==> src/rtl/trans_layer_param.sv <==
// Parametrised transaction layer: a main FIFO fans out into NUM_VC virtual-channel
// FIFOs by VC field, an arbiter drains the VCs into NUM_DEST destination FIFOs by
// destination field, and an init/idle/active/error FSM supervises the flow.

// Generic FIFO with registered read port, count-based full/empty and threshold flags.
module tlp_fifo #(
  parameter int unsigned DW = 6,
  parameter int unsigned AW = 2
) (
  input  logic          clk_i,
  input  logic          rst_ni,
  input  logic          push_i,
  input  logic          pop_i,
  input  logic [DW-1:0] din_i,
  input  logic [AW:0]   th_hi_i,
  input  logic [AW:0]   th_lo_i,
  output logic [DW-1:0] dout_o,
  output logic          valid_o,
  output logic          empty_o,
  output logic          full_o,
  output logic          afull_o,
  output logic          aempty_o,
  output logic          err_o
);
  localparam int unsigned DEPTH = 2**AW;

  logic [DW-1:0] mem_q [DEPTH];
  logic [AW:0]   count_q, count_d;
  logic [AW-1:0] wr_ptr_q, wr_ptr_d;
  logic [AW-1:0] rd_ptr_q, rd_ptr_d;
  logic [DW-1:0] dout_q, dout_d;
  logic          valid_q, valid_d;
  logic          do_push, do_pop;

  assign empty_o  = (count_q == '0);
  assign full_o   = (count_q == (AW+1)'(DEPTH));
  assign afull_o  = (count_q >= th_hi_i);
  assign aempty_o = (count_q <= th_lo_i);
  assign dout_o   = dout_q;
  assign valid_o  = valid_q;

  // Accept/reject decisions, pointer and count updates; a pop frees a slot for a same-cycle push.
  always_comb begin
    do_pop   = pop_i && !empty_o;
    do_push  = push_i && (!full_o || do_pop);
    err_o    = (push_i && !do_push) || (pop_i && empty_o);
    wr_ptr_d = do_push ? wr_ptr_q + 1'b1 : wr_ptr_q;
    rd_ptr_d = do_pop  ? rd_ptr_q + 1'b1 : rd_ptr_q;
    count_d  = count_q;
    case ({do_push, do_pop})
      2'b10:   count_d = count_q + 1'b1;
      2'b01:   count_d = count_q - 1'b1;
      default: count_d = count_q;
    endcase
    dout_d  = do_pop ? mem_q[rd_ptr_q] : dout_q;
    valid_d = do_pop;
  end

  // Storage array, written on accepted pushes only.
  always_ff @(posedge clk_i) begin
    if (do_push) mem_q[wr_ptr_q] <= din_i;
  end

  // Pointer, count and read-port registers.
  always_ff @(posedge clk_i or negedge rst_ni) begin
    if (!rst_ni) begin
      count_q  <= '0;
      wr_ptr_q <= '0;
      rd_ptr_q <= '0;
      dout_q   <= '0;
      valid_q  <= 1'b0;
    end else begin
      count_q  <= count_d;
      wr_ptr_q <= wr_ptr_d;
      rd_ptr_q <= rd_ptr_d;
      dout_q   <= dout_d;
      valid_q  <= valid_d;
    end
  end
endmodule

module trans_layer_param #(
  parameter int unsigned DW        = 6,
  parameter int unsigned VC_BITS   = 1,
  parameter int unsigned DEST_BITS = 1,
  parameter int unsigned AW_MAIN   = 2,
  parameter int unsigned AW_VC     = 4,
  parameter int unsigned AW_D      = 2,
  localparam int unsigned NUM_VC   = 2**VC_BITS,
  localparam int unsigned NUM_DEST = 2**DEST_BITS
) (
  input  logic                        clk,
  input  logic                        reset,
  input  logic                        init,
  input  logic                        arb_mode,
  input  logic [2*(AW_MAIN+1)-1:0]    th_main,
  input  logic [2*(AW_VC+1)-1:0]      th_vc,
  input  logic [2*(AW_D+1)-1:0]       th_d,
  input  logic [DW-1:0]               data_in,
  input  logic                        push_main,
  input  logic [NUM_DEST-1:0]         pop_d,
  output logic [NUM_DEST*DW-1:0]      data_out,
  output logic [NUM_DEST-1:0]         valid_out,
  output logic [NUM_DEST-1:0]         dest_empty,
  output logic [NUM_VC+NUM_DEST:0]    err_vec,
  output logic                        error_out,
  output logic                        active_out,
  output logic                        idle_out
);
  typedef enum logic [2:0] {
    ST_RESET,
    ST_INIT,
    ST_IDLE,
    ST_ACTIVE,
    ST_ERROR
  } state_e;

  state_e state_q, state_d;

  logic [2*(AW_MAIN+1)-1:0] th_main_q, th_main_d;
  logic [2*(AW_VC+1)-1:0]   th_vc_q,   th_vc_d;
  logic [2*(AW_D+1)-1:0]    th_d_q,    th_d_d;
  logic [NUM_VC+NUM_DEST:0] err_vec_q, err_vec_d;
  logic [VC_BITS-1:0]       rr_ptr_q,  rr_ptr_d;

  logic                     xfer_en;
  logic                     all_empty;

  // Main FIFO
  logic                     pop_main;
  logic [DW-1:0]            m_dout;
  logic                     m_valid, m_empty, m_full, m_af, m_ae, m_err;
  logic [VC_BITS-1:0]       m_id;

  // VC FIFOs
  logic [DW-1:0]            vc_dout [NUM_VC];
  logic [NUM_VC-1:0]        vc_push, vc_pop, vc_valid, vc_empty, vc_full, vc_af, vc_ae, vc_err;
  logic [DW-1:0]            vc_word;
  logic                     vc_any;
  logic [DEST_BITS-1:0]     vc_dest;
  logic                     grant_vld;
  logic [VC_BITS-1:0]       grant_idx;
  logic [VC_BITS-1:0]       cand;

  // Destination FIFOs
  logic [DW-1:0]            d_dout [NUM_DEST];
  logic [NUM_DEST-1:0]      d_push, d_valid, d_empty, d_full, d_af, d_ae, d_err;

  assign xfer_en   = (state_q == ST_IDLE) || (state_q == ST_ACTIVE);
  assign all_empty = m_empty && (&vc_empty) && (&d_empty);

  assign pop_main = xfer_en && !m_empty && !(|vc_af);
  assign m_id     = m_dout[DW-1 -: VC_BITS];

  tlp_fifo #(.DW(DW), .AW(AW_MAIN)) u_main (
    .clk_i    (clk),
    .rst_ni   (reset),
    .push_i   (push_main),
    .pop_i    (pop_main),
    .din_i    (data_in),
    .th_hi_i  (th_main_q[2*(AW_MAIN+1)-1 -: AW_MAIN+1]),
    .th_lo_i  (th_main_q[AW_MAIN:0]),
    .dout_o   (m_dout),
    .valid_o  (m_valid),
    .empty_o  (m_empty),
    .full_o   (m_full),
    .afull_o  (m_af),
    .aempty_o (m_ae),
    .err_o    (m_err)
  );

  for (genvar g = 0; g < NUM_VC; g++) begin : g_vc
    assign vc_push[g] = m_valid && (m_id == VC_BITS'(g));

    tlp_fifo #(.DW(DW), .AW(AW_VC)) u_vc (
      .clk_i    (clk),
      .rst_ni   (reset),
      .push_i   (vc_push[g]),
      .pop_i    (vc_pop[g]),
      .din_i    (m_dout),
      .th_hi_i  (th_vc_q[2*(AW_VC+1)-1 -: AW_VC+1]),
      .th_lo_i  (th_vc_q[AW_VC:0]),
      .dout_o   (vc_dout[g]),
      .valid_o  (vc_valid[g]),
      .empty_o  (vc_empty[g]),
      .full_o   (vc_full[g]),
      .afull_o  (vc_af[g]),
      .aempty_o (vc_ae[g]),
      .err_o    (vc_err[g])
    );
  end

  // Select the single VC word read this cycle (at most one VC is granted per cycle).
  always_comb begin
    vc_word = '0;
    for (int unsigned k = 0; k < NUM_VC; k++) begin
      if (vc_valid[k]) vc_word = vc_dout[k];
    end
  end

  assign vc_any  = |vc_valid;
  assign vc_dest = vc_word[DW-1-VC_BITS -: DEST_BITS];

  // Arbiter; loops walk the candidates in reverse so the last hit is the winning one.
  always_comb begin
    vc_pop    = '0;
    grant_vld = 1'b0;
    grant_idx = '0;
    cand      = '0;
    if (xfer_en && !(&vc_empty) && !(|d_af)) begin
      grant_vld = 1'b1;
      if (!arb_mode) begin
        for (int unsigned k = NUM_VC; k > 0; k--) begin
          if (!vc_empty[k-1]) grant_idx = VC_BITS'(k-1);
        end
      end else begin
        for (int unsigned k = NUM_VC; k > 0; k--) begin
          cand = rr_ptr_q + VC_BITS'(k);
          if (!vc_empty[cand]) grant_idx = cand;
        end
      end
      vc_pop[grant_idx] = 1'b1;
    end
    rr_ptr_d = (grant_vld && arb_mode) ? grant_idx : rr_ptr_q;
  end

  for (genvar g = 0; g < NUM_DEST; g++) begin : g_dest
    assign d_push[g] = vc_any && (vc_dest == DEST_BITS'(g));

    tlp_fifo #(.DW(DW), .AW(AW_D)) u_d (
      .clk_i    (clk),
      .rst_ni   (reset),
      .push_i   (d_push[g]),
      .pop_i    (pop_d[g]),
      .din_i    (vc_word),
      .th_hi_i  (th_d_q[2*(AW_D+1)-1 -: AW_D+1]),
      .th_lo_i  (th_d_q[AW_D:0]),
      .dout_o   (d_dout[g]),
      .valid_o  (d_valid[g]),
      .empty_o  (d_empty[g]),
      .full_o   (d_full[g]),
      .afull_o  (d_af[g]),
      .aempty_o (d_ae[g]),
      .err_o    (d_err[g])
    );

    assign data_out[g*DW +: DW] = d_dout[g];
  end

  assign valid_out  = d_valid;
  assign dest_empty = d_empty;
  assign err_vec    = err_vec_q;

  // FSM next state, threshold capture and sticky error accumulation.
  always_comb begin
    state_d   = state_q;
    th_main_d = th_main_q;
    th_vc_d   = th_vc_q;
    th_d_d    = th_d_q;
    err_vec_d = err_vec_q | {d_err, vc_err, m_err};
    case (state_q)
      ST_RESET: state_d = ST_INIT;
      ST_INIT: begin
        if (|err_vec_q)  state_d = ST_ERROR;
        else if (!init)  state_d = ST_IDLE;
        else             state_d = ST_INIT;
      end
      ST_IDLE, ST_ACTIVE: begin
        if (|err_vec_q)     state_d = ST_ERROR;
        else if (init)      state_d = ST_INIT;
        else if (all_empty) state_d = ST_IDLE;
        else                state_d = ST_ACTIVE;
      end
      ST_ERROR: state_d = ST_ERROR;
      default:  state_d = ST_RESET;
    endcase
    if ((state_q == ST_INIT) && init) begin
      th_main_d = th_main;
      th_vc_d   = th_vc;
      th_d_d    = th_d;
    end
  end

  // Control registers.
  always_ff @(posedge clk or negedge reset) begin
    if (!reset) begin
      state_q   <= ST_RESET;
      th_main_q <= {{(AW_MAIN+1){1'b1}}, {(AW_MAIN+1){1'b0}}};
      th_vc_q   <= {{(AW_VC+1){1'b1}},   {(AW_VC+1){1'b0}}};
      th_d_q    <= {{(AW_D+1){1'b1}},    {(AW_D+1){1'b0}}};
      err_vec_q <= '0;
      rr_ptr_q  <= '1;
    end else begin
      state_q   <= state_d;
      th_main_q <= th_main_d;
      th_vc_q   <= th_vc_d;
      th_d_q    <= th_d_d;
      err_vec_q <= err_vec_d;
      rr_ptr_q  <= rr_ptr_d;
    end
  end

  assign idle_out   = (state_q == ST_IDLE);
  assign active_out = (state_q == ST_ACTIVE);
  assign error_out  = (state_q == ST_ERROR);
endmodule

==> config.mk <==
export PLATFORM = sky130hd
export DESIGN_NAME = trans_layer_param
export DESIGN_NICKNAME = d
export VERILOG_FILES = /design/src/rtl/trans_layer_param.sv
export SDC_FILE = /design/constraint.sdc
export NUM_CORES = 1
export LEC_CHECK = 0
export CAP_MARGIN = 20
export CORE_MARGIN = 8
export CORE_UTILIZATION = 31
export CTS_CLUSTER_SIZE = 14
export DETAILED_ROUTE_END_ITERATION = 8
export DONT_BUFFER_PORTS = 1
export HOLD_SLACK_MARGIN = 0.05
export MAX_ROUTING_LAYER = met4
export PLACE_DENSITY = 0.53
export SYNTH_ARGS = -nofsm -noshare
export SYNTH_HDL_FRONTEND = slang
export SYNTH_SLANG_ARGS = --single-unit
==> constraint.sdc <==
create_clock -name clk -period 4.1 [get_ports clk]
set_clock_uncertainty 0.05 [all_clocks]
set_input_delay 0.41 -clock clk [delete_from_list [all_inputs] [get_ports clk]]
set_output_delay 0.41 -clock clk [all_outputs]
set_load 0.01 [all_outputs]
==> run metrics <==
status completed; Worst VDD drop around 0.29 mV; Vias per Instance ~4.6; crit path max-delay cell type dfstp_2; share of the synthesized area in the top cell type 0.520; Post-synth EDFFs around 260; GRT overflow 0; Clock Latency Late Sink around 530 ps; IO Count approximately 60; Layout area overhead 16.4%; Setup Viol. Count Final 0; GRT Resource Usage Total 0.110; post-CTS setup buffers 0; Tightest Pin Transition between 1000 and 1500 ps; CTS tree done; Post-synth top flop edfxtp_1; fin crit share 0.852; Starting Density 0.313; layout cells sized above 1 0.222; number of nets in the layout between 1k and 1.5k; count leader, synth edfxtp_1; cts bufs inserted 40; Placeable Area about 0.049 mm²; Rel. slew slack 0.325; Worst setup SP type flip-flop; CP Cell Sequence inv_1 -> ha_1 -> a22o_1 -> or4_4 -> nor3_4 -> nand2_2 -> inv_2 -> buf_4 -> nand2b_2 -> inv_1 -> ha_1 -> a21o_1 -> a21oi_1 -> mux2i_1 -> xor2_1; Unique masters post-synth between 50 and 60; vias in the first global route 7812; final core utilization 0.364; placed cell areas 0.0162 mm²; Area contributors post-synth edfxtp_1, dfrtp_1, mux4_2; per-cell routed wire length 18.2 µm; H-tree depth 2; port buffer count 0; Crit Path Max Fanout 14; Net Count, Synth 983; Leakage approximately 7 nW; iteration-0 DRC count of the detailed router 446; Worst Hold Class in -> reg; Worst Path Required ~4500 ps; antenna violations before repair 0; Ys Warns 0; HPWL after detailed placement about 20000 µm; diode count 0; FF+latch count, synth approximately 360; Max Clock Freq between 200 and 300 MHz; Final ANT Viol Nets 0; die area approximately 0.057 mm²; # resized after CTS 0; Detailed Route WL 30000 µm; Final Instance Area 0.0178 mm²; First-pass DRT Iterations 5; Critical Path AT 3890 ps; Core Rows 81; max-cap violations 0; Syn Area/Cell 17.0 µm²; clock tree buffer depth 3; first-pass GRT wire length approximately 47000 µm; Setup crit end kind flip-flop; Final Critical Period 3490 ps; clock root cell clkbuf_16; largest net degree at the start of global routing 100; clock transition at the registers of the reported paths about 60 ps; mapped cell area approximately 0.015 mm²; Hold Violations, Final 0; setup TNS 0 ps; CTS Hold Bufs 18; CP Class reg -> reg; Mapped Cells between 800 and 900; Clock Sinks ~360; DR vias 7504; most frequent cells after synthesis edfxtp_1, dfrtp_1, mux4_2; GPL Wtd Cong approximately 0.76; Slew Viols, Final 0; CP peak stage delay slightly above 500 ps; DRC 0; RSZ-0062 raised after global routing no; PD cells 470 mW/mm²; die width between 200 and 250 µm; async set-reset flop share out of synthesis 0.273; Synth area leader edfxtp_1; sequential area share after synthesis 0.683; Die H about 240 µm
-- report_power, final --
part	leakage, nW	switching (mW)	internal, mW
sequential	4.26	0.170	4.05
clock	0.648	1.40	2.17
combinational	2.10	0.289	0.261
-- worst max-delay path: cells and delay by family (launching register included) --
family / cells / cell delay [ps]
simple gates: 4 / 890
xor+xnor: 1 / 150
mux: 1 / 230
buf+inv: 4 / 470
flops: 1 / 510
compound gates: 3 / 530
fa+ha+maj: 2 / 580
-- final cells by class --
class	count	area, µm²
clock inverters	16	188
well taps	664	831
fillers	4559	31000
inverters	43	161
flip-flops and latches	363	10400
multi-input cells	452	4490
clock buffers	58	1130
repair buffers	49	531
-- sequential cells by signal (all words and copies together) (netlist names) --
name,count
err_vec,5
g_dest.u_d.count_q,6
g_dest.u_d.dout_o,12
g_dest.u_d.mem_q,48
g_dest.u_d.rd_ptr_q,4
g_dest.u_d.valid_o,2
g_dest.u_d.wr_ptr_q,4
g_vc.u_vc.count_q,10
g_vc.u_vc.dout_o,12
g_vc.u_vc.mem_q,192
g_vc.u_vc.rd_ptr_q,8
g_vc.u_vc.valid_o,2
g_vc.u_vc.wr_ptr_q,8
rr_ptr_q,1
state_q,3
th_d_q,3
th_vc_q,5
u_main.count_q,3
u_main.dout_o,6
u_main.mem_q,24
u_main.rd_ptr_q,2
u_main.valid_o,1
u_main.wr_ptr_q,2
-- routing by layer --
metal  share of wire  GRT usage  vias up
met5               0          -        -
met4           0.022     0.0313        0
met3           0.046     0.0219       46
met2            0.49      0.178      127
met1            0.44      0.139     3830
li1                -          -     3501
-- through the flow --
step / setup slack (ps) / hold slack [ps] / power, mW / std cells
final: 606 / 84.5 / 8.35 / 1645
after global routing: 342 / 102 / 8.70 / 1645
after CTS: 561 / 62.2 / 8.45 / 1643
after detailed placement: 559 / 67.6 / 4.81 / 1551
after global placement: 615 / 67.5 / 4.80 / 1548
after floorplan: 818 / 64.4 / 4.69 / 899
-- final timing paths --
path / cells past startpoint / slack [ps] / start / end
max: 15 / 610 / th_d_q[5] / g_vc[0].u_vc.count_q[4]
min: 2 / 80 / pop_d[1] / err_vec[4]
max reg2reg: 15 / 610 / th_d_q[5] / g_vc[0].u_vc.count_q[4]
min reg2reg: 2 / 460 / g_vc[1].u_vc.dout_o[1] / g_vc[1].u_vc.dout_o[1]
max in group asynchronous: 2 / 3110 / reset / th_d_q[5]
min in group asynchronous: 2 / 390 / reset / g_dest[1].u_d.dout_o[3]
-- kinds of logic after synthesis --
logic type | count (synthesis) | share of synthesized area
AND/OR/NAND/NOR | 191 | 0.0628
multiplexers | 112 | 0.140
AO/OA/AOI/OAI | 66 | 0.0292
flip-flops | 363 | 0.683
buffers and inverters | 84 | 0.0231
adder cells (fa/ha/maj) | 49 | 0.0427
XOR/XNOR | 34 | 0.0195
-- cells in the final DEF (no fill, tap or decap), types with 3 or more instances in the layout --
cell type and n:
a21o_1 6, a21oi_1 11, a22o_1 10, and2_1 15, buf_16 6, buf_4 26, bufinv_16 4, clkbuf_1 14
clkbuf_16 42, clkinv_1 5, clkinv_2 8, dfrtp_1 90, dfstp_2 9, dlygate4sd3_1 17, edfxtp_1 264, fa_1 5
ha_1 44, inv_1 39, mux2_2 26, mux2i_1 8, mux4_2 78, nand2_1 76, nand2b_1 11, nand3_1 5
nand4_1 3, nor2_1 38, nor2b_1 8, nor3_1 11, nor4_1 5, o21a_1 3, o21ai_0 18, or3_1 3
xnor2_1 28, xor2_1 6
Power figures use the tool's default switching activity.
